`src/rtl/sram_ctrl_pkg.sv`:
```
// Shared types and constants for the bus-to-SRAM controller.
package sram_ctrl_pkg;

  typedef enum logic [2:0] {
    ST_INIT,
    ST_IDLE,
    ST_ACCESS,
    ST_CAPTURE,
    ST_RESP
  } state_e;

  localparam logic [3:0] WSTRB_READ = 4'h0;
  localparam logic [3:0] MASK_FULL  = 4'hF;

endpackage

```
`src/rtl/sram_ctrl.sv`:
```
// Native valid/ready memory port to single-port byte-masked SRAM controller,
// with an optional post-reset fill sweep. Every output is registered.
module sram_ctrl
  import sram_ctrl_pkg::*;
#(
  parameter int          ADDR_WIDTH = 10,
  parameter bit          INIT_EN    = 1'b1,
  parameter logic [31:0] INIT_VALUE = 32'h0000_0000
) (
  input  logic                  clk_i,
  input  logic                  rst_i,
  input  logic                  mem_valid_i,
  output logic                  mem_ready_o,
  input  logic [31:0]           mem_addr_i,
  input  logic [31:0]           mem_wdata_i,
  input  logic [3:0]            mem_wstrb_i,
  output logic [31:0]           mem_rdata_o,
  output logic                  init_done_o,
  output logic                  sram_cs_o,
  output logic [ADDR_WIDTH-1:0] sram_addr_o,
  output logic [31:0]           sram_data_o,
  output logic [3:0]            sram_mask_o,
  output logic                  sram_wren_o,
  input  logic [31:0]           sram_data_i
);

  localparam logic [ADDR_WIDTH-1:0] LAST_ADDR = '1;

  state_e                state_q, state_d;
  logic [ADDR_WIDTH-1:0] cnt_q, cnt_d;
  logic                  cs_q, cs_d;
  logic                  wren_q, wren_d;
  logic [3:0]            mask_q, mask_d;
  logic [ADDR_WIDTH-1:0] addr_q, addr_d;
  logic [31:0]           data_q, data_d;
  logic                  ready_q, ready_d;
  logic [31:0]           rdata_q, rdata_d;
  logic                  done_q, done_d;

  // Address bits outside the bank are deliberately ignored so the bank aliases.
  logic unused_addr_bits;
  assign unused_addr_bits = ^{mem_addr_i[31:ADDR_WIDTH+2], mem_addr_i[1:0]};

  always_comb begin
    state_d = state_q;
    cnt_d   = cnt_q;
    cs_d    = cs_q;
    wren_d  = wren_q;
    mask_d  = mask_q;
    addr_d  = addr_q;
    data_d  = data_q;
    ready_d = ready_q;
    rdata_d = rdata_q;
    done_d  = done_q | ~INIT_EN;

    case (state_q)
      ST_INIT: begin
        // The last sweep write is already on the outputs: stop here.
        if (cs_q && addr_q == LAST_ADDR) begin
          cs_d    = 1'b0;
          done_d  = 1'b1;
          state_d = ST_IDLE;
        end else begin
          cs_d   = 1'b1;
          wren_d = 1'b1;
          mask_d = MASK_FULL;
          data_d = INIT_VALUE;
          addr_d = cnt_q;
          cnt_d  = cnt_q + ADDR_WIDTH'(1);
        end
      end
      ST_IDLE: begin
        cs_d = 1'b0;
        if (mem_valid_i) begin
          cs_d    = 1'b1;
          addr_d  = mem_addr_i[ADDR_WIDTH+1:2];
          state_d = ST_ACCESS;
          if (mem_wstrb_i != WSTRB_READ) begin
            wren_d = 1'b1;
            mask_d = mem_wstrb_i;
            data_d = mem_wdata_i;
          end else begin
            wren_d = 1'b0;
            mask_d = 4'h0;
            data_d = 32'h0;
          end
        end
      end
      ST_ACCESS: begin
        cs_d = 1'b0;
        if (wren_q) begin
          ready_d = 1'b1;
          state_d = ST_RESP;
        end else begin
          state_d = ST_CAPTURE;
        end
      end
      ST_CAPTURE: begin
        rdata_d = sram_data_i;
        ready_d = 1'b1;
        state_d = ST_RESP;
      end
      ST_RESP: begin
        ready_d = 1'b0;
        state_d = ST_IDLE;
      end
      default: state_d = ST_IDLE;
    endcase
  end

  always_ff @(posedge clk_i) begin
    if (rst_i) begin
      state_q <= INIT_EN ? ST_INIT : ST_IDLE;
      cnt_q   <= '0;
      cs_q    <= 1'b0;
      wren_q  <= 1'b0;
      mask_q  <= 4'h0;
      addr_q  <= '0;
      data_q  <= 32'h0;
      ready_q <= 1'b0;
      rdata_q <= 32'h0;
      done_q  <= 1'b0;
    end else begin
      state_q <= state_d;
      cnt_q   <= cnt_d;
      cs_q    <= cs_d;
      wren_q  <= wren_d;
      mask_q  <= mask_d;
      addr_q  <= addr_d;
      data_q  <= data_d;
      ready_q <= ready_d;
      rdata_q <= rdata_d;
      done_q  <= done_d;
    end
  end

  assign mem_ready_o = ready_q;
  assign mem_rdata_o = rdata_q;
  assign init_done_o = done_q;
  assign sram_cs_o   = cs_q;
  assign sram_addr_o = addr_q;
  assign sram_data_o = data_q;
  assign sram_mask_o = mask_q;
  assign sram_wren_o = wren_q;

endmodule
```
`config.mk`:
```
export PLATFORM = sky130hd
export DESIGN_NAME = sram_ctrl
export DESIGN_NICKNAME = d
export VERILOG_FILES = /design/src/rtl/sram_ctrl_pkg.sv /design/src/rtl/sram_ctrl.sv
export SDC_FILE = /design/constraint.sdc
export NUM_CORES = 1
export LEC_CHECK = 0
export CAP_MARGIN = 30
export CORE_ASPECT_RATIO = 1.4
export CORE_MARGIN = 2
export CORE_UTILIZATION = 30
export CTS_CLUSTER_DIAMETER = 40
export DETAILED_ROUTE_END_ITERATION = 6
export PLACE_DENSITY = 0.59
export SETUP_SLACK_MARGIN = 0.3
export SYNTH_ARGS = -nofsm -noshare
export SYNTH_HDL_FRONTEND = slang
export SYNTH_SLANG_ARGS = --single-unit
```
`constraint.sdc`:
```
create_clock -name clk_i -period 2.21 [get_ports clk_i]
set_input_delay 0.221 -clock clk_i [delete_from_list [all_inputs] [get_ports clk_i]]
set_output_delay 0.221 -clock clk_i [all_outputs]
set_load 0.02 [all_outputs]
```
==> results of run 1 <==
## per-layer routing
| metal | up-vias | track usage, % | wire length (um) |
|---|---|---|---|
| li1 | 1842 | - | - |
| met1 | 1658 | 19.5 | 4550 |
| met2 | 127 | 26.8 | 5250 |
| met3 | 7 | 6.19 | 907 |
| met4 | 0 | 4.17 | 84 |
| met5 | - | 0 | 0 |
## cell usage in the layout (no fill, tap or decap), types with 2 or more instances in the layout
master	count
a211oi_1	2
a211oi_2	3
a21oi_1	54
buf_4	15
clkbuf_16	9
clkdlybuf4s50_1	161
clkinv_2	2
clkinvlp_4	2
dfxtp_1	87
dfxtp_2	8
inv_1	6
mux2i_1	11
nand2_1	100
nand3_1	6
nand4_1	35
nor2_1	4
nor3_1	5
nor3b_2	2
o21ai_0	11
o21ai_1	32
o221a_2	4
o31ai_1	5
or3_1	3
or4_1	5
## state kept, by name (all words and copies together) (netlist names)
name and cells:
cnt_q 10, init_done_o 1, mem_rdata_o 32, mem_ready_o 1
sram_addr_o 10, sram_cs_o 1, sram_data_o 32, sram_mask_o 4
sram_wren_o 1, state_q 3
## final timing paths
path / start / to / slack (ns) / depth (start not counted)
worst max-delay path: sram_addr_o[1] / sram_mask_o[2] / 0.34 / 5
worst min-delay path: rst_i / sram_data_o[5] / 0.27 / 4
worst max register to register: sram_addr_o[1] / sram_mask_o[2] / 0.34 / 5
worst min register to register: sram_data_o[12] / sram_data_o[12] / 0.45 / 2
## power groups by stage
stage | registers [mW] | clock network [mW] | logic (mW)
final | 1.74 | 1.45 | 0.234
after global routing | 1.74 | 1.57 | 0.251
after CTS | 1.74 | 1.50 | 0.237
after detailed placement | 1.78 | 0 | 0.235
after global placement | 1.78 | 0 | 0.235
after floorplan | 1.79 | 0 | 0.0457
## synth_stat cells
master / n / area (sq um)
or3_1: 3 / 18.8
mux2i_1: 11 / 110
nor3b_2: 2 / 25.0
a31oi_1: 1 / 6.26
nand3_1: 6 / 30.0
o31ai_2: 1 / 12.5
nand3b_1: 1 / 7.51
nor4_1: 1 / 6.26
or4_1: 6 / 45.0
o21ai_1: 32 / 160
or2_2: 1 / 6.26
o31ai_1: 5 / 37.5
buf_6: 5 / 56.3
nor2_1: 4 / 15.0
inv_1: 6 / 22.5
nor3_2: 1 / 10.0
a21o_1: 1 / 7.51
buf_1: 3 / 11.3
xor2_1: 1 / 8.76
a211oi_2: 4 / 50.1
a311oi_1: 1 / 8.76
nor3b_1: 1 / 7.51
nand4_1: 35 / 219
nor3_1: 5 / 25.0
clkbuf_1: 24 / 90.1
a211oi_1: 2 / 15.0
ha_1: 1 / 12.5
a21oi_1: 54 / 270
dfxtp_1: 95 / 1900
o221a_2: 4 / 45.0
and2_1: 2 / 12.5
buf_2: 5 / 25.0
a221oi_1: 1 / 8.76
nand2_1: 100 / 375
o21ai_0: 11 / 55.1
## repair_timing
item                                    CTS  global route
resized for setup                         0            10
buffers inserted                          0             1
pin swaps                                 1             3
endpoints found under the setup margin    1             8
## cell type report
class | count | share of cell area [%]
Multi-Input combinational cell | 298 | 28.2
Sequential cell | 95 | 32.9
Tap cell | 150 | 3.23
Inverter | 6 | 0.387
Clock inverter | 5 | 0.581
Clock buffer | 10 | 4.11
Timing Repair Buffer | 179 | 30.6
## worst min-delay path, cell delays in order
cell and delay, ns:
buf_2 0.11, nor3b_4 0.08, nand4_1 0.09, o21ai_1 0.05
## cell families after synthesis
| family | Yosys count | share of synthesized area (%) |
|---|---|---|
| muxes | 11 | 2.96 |
| xor gates and xnor gates | 1 | 0.236 |
| and+or+nand+nor | 168 | 21.6 |
| buffers and inverters | 43 | 5.52 |
| DFF | 95 | 51.1 |
| AOI/OAI and AO/OA | 117 | 18.2 |
| adders and majority gates | 1 | 0.336 |
## metrics by stage
stage / worst slack (ns) / hold slack [ns] / instance area [sq um] / TNS (ns) / total power [mW]
detailed placement: 0.295 / 0.441 / 5510 / 0 / 2.01
global placement: -0.103 / 0.437 / 5490 / -2.54 / 2.01
global route: 0.304 / 0.267 / 5810 / 0 / 3.57
finish: 0.336 / 0.267 / 5810 / 0 / 3.42
floorplan: 0.369 / 0.357 / 3720 / 0 / 1.83
CTS: 0.309 / 0.253 / 5790 / 0 / 3.48
==> results.py, run 1 <==
metrics = {
    "pwr": {
        "sw_frac_of_total_pct": 22.0,
        "p_leak_nw": 1.87,
        "seq_power_share_pct": 50.8,
        "switching_power_mw": 0.752,
        "p_per_area_mw_per_mm2": 588,
        "clock_power_share_pct": 42.3,
        "intPower_mw": 2.67,
        "power_frac_comb_pct": 6.9,
        "peakVddDrop_uv": 323,
    },
    "clock_tree": {
        "clk_path_buf_depth": 2,
        "cts.sinks": 95,
        "cts_tree": "built",
        "clk_pin_slew_ns": 0.07,
        "cts_buffers": 9,
        "postCtsHoldBufs": 0,
        "htree_levels": 3,
        "clock_latency_ns": 0.34,
        "cts-root-buf": "clkbuf_16",
    },
    "placed_design": {
        "place_inst": 727,
        "gp_congestion": 0.731,
        "hpwlAfterDp_um": 7630,
        "portBuffers": 162,
    },
    "timing": {
        "period_minus_slack_ns": 1.87,
        "worst_pin_slew_ns": 0.684,
        "hold_viol": 0,
        "slew_headroom_pct": 54.1,
        "slew_violations": 0,
        "setup_viol": 0,
        "rsz0062_at_grt": "no",
        "period_share_pct": 84.8,
        "fmax_mhz": 534,
        "skew_ns": 0.00722,
    },
    "min_path": {
        "hp-class": "input port to register",
    },
    "setup_path": {
        "cp.buffers_inverters": 1,
        "worstPathMaxFanout": 36,
        "crit_arrival_ns": 2.11,
        "slowest_stage": "or4_4",
        "crit_path_start_kind": "register",
        "critical-path-top-delay-family": "simple AND/OR/NAND/NOR gates",
        "end_kind": "register",
        "path_cells": "nand3_1 -> or4_4 -> and2_2 -> buf_12 -> o221a_2",
        "setup.worst_path.class": "register to register",
        "max_stage_delay_ns": 0.54,
        "cp.required_ns": 2.44,
    },
    "routing": {
        "vias": 3634,
        "via_per_inst": 4.89,
        "drcViolationCount": 0,
        "routed_wirelength_um": 10800,
        "drtIter0Drc": 91,
        "ant_nets": 0,
        "dr.pass1.iters": 4,
        "wire_per_inst_um": 14.5,
    },
    "floorplanning": {
        "num_rows": 48,
        "dieWidth_um": 98.1,
        "die-area_sq_mm": 0.0133,
        "ios": 185,
        "core_area_sq_mm": 0.0122,
        "die_h_um": 136,
        "start_util_pct": 30.5,
    },
    "global_routing": {
        "overflow": 0,
        "grt_max_degree": 56,
        "grt_util_all_layers_pct": 16.1,
        "antenna_found_initial": 0,
        "grt_first_pass_wirelength_um": 17600,
        "grt_pass1_vias": 3600,
    },
    "synth": {
        "avgSynthCellArea_sq_um": 8.53,
        "synth.distinct_cells": 35,
        "netlist_instances": 436,
        "syn_area_sq_mm": 0.00372,
        "synth_nets": 540,
        "yosys_warnings": 0,
        "ys_seq_area_share_pct": 51.1,
        "synth_seq_cells": 95,
    },
    "finish": {
        "finish.utilization_pct": 47.7,
        "drive_gt1_share_pct": 9.61,
        "finalNonFillerCells": 743,
        "nets": 693,
        "area_growth_syn_to_layout_pct": 56.3,
        "multiInputGateArea_sq_mm": 0.00164,
        "diodes": 0,
        "seqCellArea_sq_mm": 0.00191,
        "fill_cells": 1205,
    },
    "run": {
        "maxCapViolCount": 0,
    },
    "outcome": {
        "outcome": "complete, no violations",
    },
}
Power figures use the tool's default switching activity.
==> run 2, diff against run 1 <==
clock period = 1.9 ns   (was 2.21 ns; I/O delays follow)
==> results.py, run 2 (synthesized netlist as in run 1, its figures left out) <==
metrics = {
    "placed_design": {
        "portBuffers": 162,
        "hpwlAfterDp_um": 7780,
        "gp_congestion": 0.745,
        "place_area_sq_mm": 0.00559,
    },
    "setup_path": {
        "r2r-end": "sram_addr_o[0]",
        "cp.required_ns": 2.15,
        "reg2regPathDepth": 5,
        "worstPathMaxFanout": 15,
        "rrSetupSlack_ns": 0.22,
        "crit_arrival_ns": 1.94,
        "end_kind": "register",
        "rr_startpoint": "sram_addr_o[8]",
        "crit_path_start_kind": "register",
        "setup.worst_path.class": "register to register",
    },
    "clock_tree": {
        "cts-root-buf": "clkbuf_16",
        "cts_buffers": 9,
        "clk_path_buf_depth": 2,
        "htree_levels": 3,
        "cts_tree": "built",
        "clock_latency_ns": 0.34,
        "cts.sinks": 95,
        "clk_pin_slew_ns": 0.07,
    },
    "timing": {
        "worst_pin_slew_ns": 0.628,
        "setup_viol": 0,
        "finalSetupTns_ns": 0,
        "period_share_pct": 88.6,
        "hold_viol": 0,
        "slew_headroom_pct": 58.1,
        "skew_ns": 0.00712,
        "slew_violations": 0,
        "period_minus_slack_ns": 1.68,
        "rsz0062_at_grt": "yes",
        "fmax_mhz": 594,
    },
    "pwr": {
        "p_per_area_mw_per_mm2": 658,
        "p_leak_nw": 2.05,
        "peakVddDrop_uv": 387,
    },
    "finish": {
        "final_cell_area_sq_mm": 0.00620,
        "diodes": 0,
        "fill_cells": 1132,
        "area_growth_syn_to_layout_pct": 66.6,
        "mostFrequentLayoutCells": "clkdlybuf4s50_1, nand2_1, dfxtp_1",
        "nets": 717,
        "drive_gt1_share_pct": 17.0,
        "final_common_cell": "clkdlybuf4s50_1",
    },
    "routing": {
        "vias": 3801,
        "routed_wirelength_um": 11700,
        "dr.pass1.iters": 6,
        "drtIter0Drc": 147,
        "ant_nets": 0,
        "drcViolationCount": 0,
        "via_per_inst": 4.95,
        "wire_per_inst_um": 15.3,
    },
    "floorplanning": {
        "die_h_um": 136,
        "ios": 185,
        "num_rows": 48,
        "core_area_sq_mm": 0.0122,
        "die-area_sq_mm": 0.0133,
        "start_util_pct": 30.5,
        "dieWidth_um": 98.1,
    },
    "outcome": {
        "outcome": "complete, no violations",
    },
    "global_routing": {
        "grt_pass1_vias": 3665,
        "overflow": 0,
        "grt_util_all_layers_pct": 16.6,
        "grt_first_pass_wirelength_um": 18100,
        "grt_max_degree": 55,
        "antenna_found_initial": 0,
    },
    "min_path": {
        "worstHoldPathCells": 3,
        "hold_path_end": "mem_rdata_o[23]",
        "hp-class": "input port to register",
        "hp-start": "sram_data_i[23]",
    },
    "run": {
        "maxCapViolCount": 0,
    },
}
[run 2: cell count changes in the layout (fill, tap and decap cells not counted), sizes merged]
| cell | change |
|---|---|
| clkinv | -1 |
| buf | +23 |
| clkinvlp | -1 |
| clkdlybuf4s50 | -1 |
| dlygate4sd2 | +1 |
| clkbuf | +4 |
[run 2: final cells by class]
| cell class | instances | area [sq um] | area share, % |
|---|---|---|---|
| clock buffers | 13 | 270 | 4.36 |
| clock inverters | 3 | 25.0 | 0.404 |
| inverters | 6 | 22.5 | 0.363 |
| multi-input cells | 298 | 1750 | 28.3 |
| flip-flops and latches | 95 | 1930 | 31.1 |
| well taps | 150 | 188 | 3.03 |
| repair buffers | 203 | 2010 | 32.5 |
[run 2: how the worst max path moves through the flow]
stage                               from              end  slack (ns)  cells after the start
after floorplan           sram_addr_o[9]   sram_mask_o[0]        0.18                      5
after global placement       mem_valid_i  sram_data_o[19]        0.11                      6
after detailed placement     mem_valid_i  sram_data_o[23]        0.08                      6
after CTS                 sram_addr_o[5]   sram_addr_o[9]        0.17                      5
after global routing      sram_addr_o[8]   sram_addr_o[9]        0.15                      5
final                     sram_addr_o[8]   sram_addr_o[0]        0.22                      5
[run 2: critical path, stage by stage (launching register included)]
cell and delay (ns):
dfxtp_2 0.34, nand4_1 0.16, or4_4 0.54, and2_4 0.22
buf_12 0.16, a211oi_2 0.18
[run 2: routing by layer]
layer / vias to the layer above / GRT usage, % / part of all wire [%]
li1: 1896 / - / -
met1: 1748 / 19.9 / 41
met2: 143 / 27.8 / 49
met3: 14 / 5.93 / 8.4
met4: 0 / 4.94 / 1.7
met5: - / 0 / 0
[run 2: per-stage QoR]
| step | hold WS (ns) | util (%) | instances | total power, mW | setup slack, ns |
|---|---|---|---|---|---|
| after detailed placement | 0.447 | 45.9 | 731 | 2.34 | 0.0802 |
| after global placement | 0.442 | 45.9 | 731 | 2.34 | 0.107 |
| after global routing | 0.394 | 50.8 | 768 | 4.23 | 0.148 |
| after floorplan | 0.326 | - | 436 | 2.13 | 0.176 |
| after CTS | 0.376 | 49.2 | 757 | 4.13 | 0.168 |
| final | 0.391 | 50.8 | 768 | 4.08 | 0.217 |
[run 2: timing repair]
item,CTS,global route
buffers inserted,9,8
setup endpoints to repair,52,73
pin swaps,10,11
cloned,1,3
resized for setup,10,26
endpoints found under the hold margin,0,0
hold buffers,0,0
[run 2: power breakdown]
group	internal [mW]	switching, mW
clock network	1.00	0.772
logic	0.184	0.0974
registers	2.00	0.0172
==> run 3, diff against run 2 <==
CORE_UTILIZATION = 40   (was 30)
PLACE_DENSITY = 0.76   (was 0.59)
SLEW_MARGIN = 30   (was unset)
==> results.py, run 3 (synthesized netlist as in run 1, its figures left out) <==
metrics = {
    "routing": {
        "dr.pass1.iters": 5,
        "drcViolationCount": 0,
        "wire_per_inst_um": 15.8,
        "drtIter0Drc": 143,
        "routed_wirelength_um": 11500,
        "via_per_inst": 5.41,
        "vias": 3942,
        "ant_nets": 0,
    },
    "setup_path": {
        "reg2regPathDepth": 5,
        "r2r-end": "sram_addr_o[9]",
        "crit_end": "sram_addr_o[9]",
        "crit_path_start_kind": "register",
        "end_kind": "register",
        "cp.required_ns": 2.10,
        "rrSetupSlack_ns": 0.24,
        "crit_arrival_ns": 1.86,
        "crit_start": "sram_addr_o[9]",
        "rr_startpoint": "sram_addr_o[9]",
        "slowest_stage": "or4_4",
        "worstPathMaxFanout": 15,
        "setup.worst_path.class": "register to register",
        "max_stage_delay_ns": 0.54,
        "path_cells": "nand4_1 -> or4_4 -> buf_4 -> a21oi_1 -> a211oi_2",
    },
    "clock_tree": {
        "postCtsHoldBufs": 0,
        "cts_tree": "built",
        "cts.sinks": 95,
        "clock_latency_ns": 0.34,
        "clk_pin_slew_ns": 0.06,
        "htree_levels": 3,
        "cts-root-buf": "clkbuf_16",
        "cts_buffers": 9,
        "clk_path_buf_depth": 2,
    },
    "floorplanning": {
        "dieWidth_um": 85.5,
        "ios": 185,
        "core_area_sq_mm": 0.00903,
        "die_h_um": 118,
        "num_rows": 41,
        "die-area_sq_mm": 0.0101,
        "start_util_pct": 41.2,
    },
    "global_routing": {
        "grt_pass1_vias": 3846,
        "grt_first_pass_wirelength_um": 18200,
        "overflow": 0,
        "antenna_found_initial": 0,
        "grt_util_all_layers_pct": 22.0,
        "grt_max_degree": 55,
    },
    "timing": {
        "setup_ws_ns": 0.236,
        "skew_ns": 0.00699,
        "slew_headroom_pct": 59.9,
        "period_share_pct": 87.6,
        "period_minus_slack_ns": 1.66,
        "slew_violations": 0,
        "fmax_mhz": 601,
        "hold_viol": 0,
        "worst_pin_slew_ns": 0.602,
        "setup_viol": 0,
        "holdWs_ns": 0.370,
        "rsz0062_at_grt": "yes",
    },
    "finish": {
        "drive_gt1_share_pct": 18.8,
        "seqCellArea_sq_mm": 0.00193,
        "nets": 720,
        "area_growth_syn_to_layout_pct": 66.1,
        "final_common_cell": "clkdlybuf4s50_1",
        "mostFrequentLayoutCells": "clkdlybuf4s50_1, nand2_1, dfxtp_1",
        "finalNonFillerCells": 728,
        "diodes": 0,
        "multiInputGateArea_sq_mm": 0.00180,
        "fill_cells": 688,
    },
    "placed_design": {
        "hpwlAfterDp_um": 7610,
        "portBuffers": 162,
        "place_ws_ns": -0.123,
        "gp_congestion": 0.815,
        "place_inst": 688,
    },
    "pwr": {
        "p_leak_nw": 2.07,
        "peakVddDrop_uv": 552,
        "power.total_mw": 3.93,
        "p_per_area_mw_per_mm2": 636,
    },
    "outcome": {
        "outcome": "complete, no violations",
    },
    "run": {
        "maxCapViolCount": 0,
    },
    "min_path": {
        "hp-class": "input port to register",
    },
}
## run 3: cell types whose count changed in the layout (fill, tap and decap cells not counted), sizes merged
| cell | before | now |
|---|---|---|
| inv | 7 | 6 |
| buf | 41 | 44 |
| clkinv | 1 | 5 |
| clkbuf | 14 | 9 |
| clkinvlp | 1 | 2 |
| and2 | 2 | 3 |
## run 3: worst max-delay path: cells and delay by family, from the launching register on
family                 cells  cell delay [ns]
AOI/OAI and AO/OA          2             0.26
and+or+nand+nor            2             0.68
buffers and inverters      1             0.22
DFF                        1             0.35
## run 3: final cells by class
type	instances	share of cell area [%]
Clock buffer	9	3.65
Clock inverter	7	0.648
Inverter	6	0.365
Multi-Input combinational cell	299	29.2
Sequential cell	95	31.3
Tap cell	107	2.17
Timing Repair Buffer	205	32.8
## run 3: how the worst min path moves through the flow
stage | start | to | slack (ns) | cells after the start
after floorplan | sram_data_i[0] | mem_rdata_o[0] | 0.33 | 2
final | rst_i | sram_data_o[17] | 0.37 | 5
after CTS | rst_i | sram_data_o[17] | 0.36 | 5
after global routing | rst_i | sram_data_o[25] | 0.39 | 5
after detailed placement | mem_rdata_o[25] | mem_rdata_o[25] | 0.45 | 2
after global placement | mem_rdata_o[24] | mem_rdata_o[24] | 0.44 | 2
## run 3: report_power, final
group / leakage (nW) / switching [mW] / internal [mW]
sequential: 0.775 / 0.0176 / 2.00
clock: 0.124 / 0.751 / 0.873
combinational: 1.17 / 0.0982 / 0.185
## run 3: metal layers
metal | up-vias | share of wire (%) | track usage (%)
met5 | - | 0 | 0
met4 | 0 | 1.6 | 8.13
met3 | 18 | 7.9 | 5.75
met2 | 175 | 51 | 37.6
met1 | 1845 | 40 | 26.0
li1 | 1904 | - | -
## run 3: per-stage QoR
stage               util, %  instance area [sq um]  setup TNS (ns)
floorplan                 -                   3770               0
global placement       61.3                   5530           -8.63
detailed placement     61.4                   5540           -1.57
CTS                    66.1                   5970               0
global route           68.4                   6180               0
finish                 68.4                   6180               0
## run 3: what timing repair did
item | CTS | global route
gates cloned | 3 | 1
pin swaps | 9 | 9
setup endpoints to repair | 53 | 74
buffers inserted | 11 | 9
resized for setup | 9 | 39
